==> config.mk <==
export PLATFORM = sky130hd
export DESIGN_NAME = norm_sequencer
export DESIGN_NICKNAME = d
export VERILOG_FILES = /design/src/rtl/norm_sequencer.sv
export SDC_FILE = /design/constraint.sdc
export NUM_CORES = 1
export LEC_CHECK = 0
export BUFFER_PORTS_ARGS = -buffer_cell sky130_fd_sc_hd__buf_2
export CAP_MARGIN = 25
export CORE_ASPECT_RATIO = 2
export CORE_MARGIN = 1.5
export CORE_UTILIZATION = 40
export CTS_CLUSTER_SIZE = 28
export DETAILED_ROUTE_END_ITERATION = 12
export GPL_ROUTABILITY_DRIVEN = 0
export SYNTH_ARGS = -nofsm -noshare
export SYNTH_HDL_FRONTEND = slang
export SYNTH_SLANG_ARGS = --single-unit
==> constraint.sdc <==
create_clock -name clk -period 5.8 [get_ports clk]
set_input_delay 0.87 -clock clk [delete_from_list [all_inputs] [get_ports clk]]
set_output_delay 0.87 -clock clk [all_outputs]
set_load 0.05 [all_outputs]
==> src/rtl/norm_sequencer.sv <==
// Shared normalization controller: round-robin between adder (port 0) and multiplier (port 1),
// one shift per cycle. Optional flush-to-zero of underflow results via NORM_FLUSH_TO_ZERO_EN.
module norm_sequencer (
    input  logic        clk,
    input  logic        rst,
    input  logic [1:0]  in_valid,
    output logic [1:0]  in_ready,
    input  logic        in_sign0,
    input  logic        in_sign1,
    input  logic [7:0]  in_exp0,
    input  logic [7:0]  in_exp1,
    input  logic [24:0] in_mant0,
    input  logic [24:0] in_mant1,
    output logic        out_valid,
    input  logic        out_ready,
    output logic        out_sign,
    output logic [7:0]  out_exponent,
    output logic [22:0] out_mantissa,
    output logic        out_tag,
    output logic [1:0]  out_flags
);

    localparam int unsigned EXP_W  = 8;
    localparam int unsigned MANT_W = 25;
    localparam int unsigned FRAC_W = 23;

    typedef enum logic [1:0] {
        IDLE = 2'd0,
        NORM = 2'd1,
        DONE = 2'd2
    } state_e;

    state_e              state_q, state_d;
    logic                last_grant_q, last_grant_d;
    logic                w_sign_q, w_sign_d;
    logic [EXP_W-1:0]    w_exp_q, w_exp_d;
    logic [MANT_W-1:0]   w_mant_q, w_mant_d;
    logic                w_tag_q, w_tag_d;
    logic                out_valid_q, out_valid_d;
    logic                out_sign_q, out_sign_d;
    logic [EXP_W-1:0]    out_exponent_q, out_exponent_d;
    logic [FRAC_W-1:0]   out_mantissa_q, out_mantissa_d;
    logic                out_tag_q, out_tag_d;
    logic [1:0]          out_flags_q, out_flags_d;

    logic grant_c;
    logic accept_c;
    logic norm_done_c;
    logic out_hs_c;

    // Round-robin: on contention the port not granted last wins
    always_comb begin
        grant_c = last_grant_q;
        if (in_valid == 2'b11) begin
            grant_c = ~last_grant_q;
        end else if (in_valid[0]) begin
            grant_c = 1'b0;
        end else if (in_valid[1]) begin
            grant_c = 1'b1;
        end
    end

    assign accept_c    = (state_q == IDLE) && in_valid[grant_c];
    assign in_ready    = {accept_c && grant_c, accept_c && !grant_c};
    assign out_hs_c    = out_valid_q && out_ready;
    assign norm_done_c = (w_mant_q == '0) || w_mant_q[24] || w_mant_q[23] || (w_exp_q <= 8'd1);

    always_ff @(posedge clk) begin
        if (rst) begin
            state_q <= IDLE;
        end else begin
            state_q <= state_d;
        end
    end

    always_comb begin
        state_d = state_q;
        case (state_q)
            IDLE:    if (accept_c) state_d = NORM;
            NORM:    if (norm_done_c) state_d = DONE;
            DONE:    if (out_hs_c) state_d = IDLE;
            default: state_d = IDLE;
        endcase
    end

    // Working datapath and registered result
    always_comb begin
        last_grant_d   = last_grant_q;
        w_sign_d       = w_sign_q;
        w_exp_d        = w_exp_q;
        w_mant_d       = w_mant_q;
        w_tag_d        = w_tag_q;
        out_valid_d    = out_valid_q;
        out_sign_d     = out_sign_q;
        out_exponent_d = out_exponent_q;
        out_mantissa_d = out_mantissa_q;
        out_tag_d      = out_tag_q;
        out_flags_d    = out_flags_q;
        case (state_q)
            IDLE: begin
                if (accept_c) begin
                    last_grant_d = grant_c;
                    w_tag_d      = grant_c;
                    w_sign_d     = grant_c ? in_sign1 : in_sign0;
                    w_exp_d      = grant_c ? in_exp1  : in_exp0;
                    w_mant_d     = grant_c ? in_mant1 : in_mant0;
                end
            end
            NORM: begin
                if (norm_done_c) begin
                    out_valid_d = 1'b1;
                    out_tag_d   = w_tag_q;
                    out_sign_d  = w_sign_q;
                    out_flags_d = 2'b00;
                end
                if (w_mant_q == '0) begin
                    out_sign_d     = 1'b0;
                    out_exponent_d = '0;
                    out_mantissa_d = '0;
                end else if (w_mant_q[24]) begin
                    if (w_exp_q >= 8'd254) begin
                        out_exponent_d = 8'd255;
                        out_mantissa_d = '0;
                        out_flags_d    = 2'b10;
                    end else begin
                        out_exponent_d = w_exp_q + 8'd1;
                        out_mantissa_d = w_mant_q[23:1];
                    end
                end else if (w_mant_q[23]) begin
                    out_exponent_d = w_exp_q;
                    out_mantissa_d = w_mant_q[22:0];
                end else if (w_exp_q <= 8'd1) begin
                    out_flags_d    = 2'b01;
                    out_exponent_d = '0;
`ifdef NORM_FLUSH_TO_ZERO_EN
                    out_sign_d     = 1'b0;
                    out_mantissa_d = '0;
`else
                    out_mantissa_d = w_mant_q[22:0];
`endif
                end else begin
                    w_mant_d = {w_mant_q[23:0], 1'b0};
                    w_exp_d  = w_exp_q - 8'd1;
                end
            end
            DONE: begin
                if (out_hs_c) begin
                    out_valid_d = 1'b0;
                end
            end
            default: begin
                out_valid_d = 1'b0;
            end
        endcase
    end

    always_ff @(posedge clk) begin
        if (rst) begin
            last_grant_q   <= 1'b1;
            w_sign_q       <= 1'b0;
            w_exp_q        <= '0;
            w_mant_q       <= '0;
            w_tag_q        <= 1'b0;
            out_valid_q    <= 1'b0;
            out_sign_q     <= 1'b0;
            out_exponent_q <= '0;
            out_mantissa_q <= '0;
            out_tag_q      <= 1'b0;
            out_flags_q    <= 2'b00;
        end else begin
            last_grant_q   <= last_grant_d;
            w_sign_q       <= w_sign_d;
            w_exp_q        <= w_exp_d;
            w_mant_q       <= w_mant_d;
            w_tag_q        <= w_tag_d;
            out_valid_q    <= out_valid_d;
            out_sign_q     <= out_sign_d;
            out_exponent_q <= out_exponent_d;
            out_mantissa_q <= out_mantissa_d;
            out_tag_q      <= out_tag_d;
            out_flags_q    <= out_flags_d;
        end
    end

    assign out_valid    = out_valid_q;
    assign out_sign     = out_sign_q;
    assign out_exponent = out_exponent_q;
    assign out_mantissa = out_mantissa_q;
    assign out_tag      = out_tag_q;
    assign out_flags    = out_flags_q;

endmodule

==> metrics.txt <==
status finished, final reports clean; setup TNS 0 ns; die area 11,100 um2; Max Fanout on Critical Path 28; Detail Route Antenna Nets 0; Starting Density 41.3%; antenna diode count 0; Port Buffers 110; post-CTS sizing 0; Hold Path Stages 1; post-synthesis cell count 494; clock share of power 19.6%; met2 usage 43.8%; vias post-DR 4,413; synthesis-stage register bit count 74; cell area power density 593 nW/um2; Final min period 3.58 ns; cell-internal power ~1.5 mW; Ys Warns 0; Vias/cell slightly above 6; Critical Path AT 2.71 ns; residual DRC count 0; Clk Latency, worst-skew pair 0.34 ns; Crit path required time 4.93 ns; post-synthesis cell type count 55; DP Worst Slack 2.19 ns; Num CTS Buffers 9; startpoint types input pin; clk slew on worst S/H paths roughly 0.060 ns; setup slack, reg-to-reg 2.51 ns; drt first pass iters 5; post-route clock period utilization 61.8%; switch share between 40% and 50%; Final Hold Fails 0; postcts setup bufs 0; top cells by count, synth 74 x dfxtp_1, 61 x nand3_1, 33 x clkbuf_1; min-delay src out_exponent[4]$_SDFFE_PP0P_; initial antenna violation count 0; die width 75.4 um; Setup Crit Path Kind in2out; 1st-iter DRT viols 333; Synth area leaders dfxtp_1 35%, nand3_1 7.3%, a21o_1 4.7%, a22oi_1 4.3%, o21ai_0 3.7%; Cell Area, Synth between 4000 and 5000 um2; first-pass GRT wire length 21,200 um; Main synth FF type dfxtp_1; met3 global-route usage approximately 4.4%; met1 GRT Util between 20% and 30%; Root Buffer clkbuf_16; sw power 1.49 mW; peak supply drop 0.303 mV; Slew headroom 33.3%; top cell type by total area after synthesis dfxtp_1; area share of the leading cell type in the synthesized netlist 35.3%; gr ovfl total 0; Worst setup EP type output port; pin count of the biggest net entering global routing 64; ys async rst share 0%; Final Max Tran Viols 0; Core Region 10,100 um2; GRT Total Usage 25.0%; HPWL after detailed placement 9470 um; GR peak layer met2; Setup Viol. Count Final 0; Worst Hold Class reg2reg; sequential power share ~30%; worst reg2reg path depth 5; clock skew between 0.004 and 0.005 ns; Syn-to-layout area delta 20.8%; fin worst setup slack 2.22 ns; cell with the most instances after synthesis dfxtp_1; FF-to-FF Start w_mant_q[14]$_SDFFE_PP0P_; Max Cap Viol 0; Die H about 150 um; WHS Endpoint out_exponent[4]$_SDFFE_PP0P_; Least-Margin Pin Slew 1.00 ns; Syn Area/Cell 8.49 um2; Max Buffers Root-to-Sink 2; vias in the first global route 4,300; final design utilization around half; Cell Rows 52; IO Count around 110; H-tree Lvls 3; ratio of cells with drive above 1 in the final layout between 20% and 30%; RSZ-0062 raised after global routing no; WL final 13,600 um; fmax around 280 MHz; Seq/Total Area, Yosys 35.3%; worst flop-to-flop path endpoint w_exp_q[1]$_SDFFE_PP0P_; CTS sink count 74; CTS tree built; Logic pwr share 51.1%; leak pwr 2.07 nW; EDFF count, synth 0; cts hold-fix bufs 0; Mapped Nets 571; Post-layout nets 649; drt wl/cell 19.0 um
-- area by class of cell --
class / count / area, um2
Fill cell: 1076 / 5080
Multi-Input combinational cell: 365 / 2480
Sequential cell: 74 / 1480
Timing Repair Buffer: 116 / 596
Clock buffer: 12 / 267
Tap cell: 135 / 169
Clock inverter: 4 / 48.8
Inverter: 6 / 22.5
-- cells by family after synthesis --
group                      synth area share, %
and+or+nand+nor                           17.7
muxes                                     2.45
DFF                                       35.3
buffers and inverters                     5.61
adders and majority gates                 1.19
AOI/OAI and AO/OA                         37.8
-- registers in the layout, summed over array words and instances (netlist names) --
| register | flops |
|---|---|
| last_grant_q | 1 |
| out_exponent | 8 |
| out_flags | 2 |
| out_mantissa | 23 |
| out_sign | 1 |
| out_tag | 1 |
| out_valid | 1 |
| state_q | 2 |
| w_exp_q | 8 |
| w_mant_q | 25 |
| w_sign_q | 1 |
| w_tag_q | 1 |
-- how the worst max path moves through the flow --
stage / startpoint / endpoint / depth (start not counted)
2_1_floorplan: in_valid[1] / in_ready[0] / 4
3_5_place_dp: in_valid[1] / in_ready[1] / 5
4_1_cts: in_valid[1] / in_ready[1] / 5
5_1_grt: in_valid[1] / in_ready[1] / 5
3_3_place_gp: in_valid[1] / in_ready[1] / 5
6_report: in_valid[1] / in_ready[1] / 5
-- worst max-delay path, cell delays in order --
cell and delay (ns):
buf_2 0.12, or2_2 0.50, nand2_1 0.54, nor2_1 0.35, buf_2 0.32
-- per-stage QoR --
stage	power [mW]	std cells	hold WS [ns]	area, um2
floorplan	2.01	494	0.450	4200
global placement	2.38	696	0.435	4750
detailed placement	2.40	696	0.436	4750
CTS	3.00	712	0.454	5070
global route	3.18	712	0.477	5070
finish	3.01	712	0.449	5070
-- layout by cell type (no fill, tap or decap), types with 8 or more instances in the layout --
cell | Yosys | layout
o21ai_1 | 16 | 15
nand3_1 | 61 | 61
nor2_1 | 14 | 14
a22oi_1 | 24 | 24
nor4_1 | 9 | 9
o21ai_0 | 31 | 31
dfxtp_1 | 74 | 74
nand2_1 | 29 | 29
a21oi_1 | 21 | 21
a21o_1 | 26 | 26
buf_2 | 11 | 110
o2bb2ai_2 | 10 | 10
mux2i_1 | 8 | 8
o2bb2ai_1 | 16 | 16
a221o_1 | 14 | 14
a22o_1 | 9 | 9
clkbuf_16 | 0 | 9
-- per-layer routing --
layer  vias up  routed length, um  part of all wire (%)
li1       2066                  -                     -
met1      2122               5180                    38
met2       193               7210                    53
met3        32                663                   4.9
met4         0                504                   3.7
met5         -                  0                     0
-- power by group through the flow --
stage	Combinational, mW	Clock [mW]	Sequential [mW]
global placement	1.50	0	0.879
CTS	1.53	0.595	0.874
global route	1.66	0.618	0.900
detailed placement	1.52	0	0.883
finish	1.54	0.588	0.881
floorplan	1.08	0	0.928
Note: power is estimated with default switching activity, not from simulation.
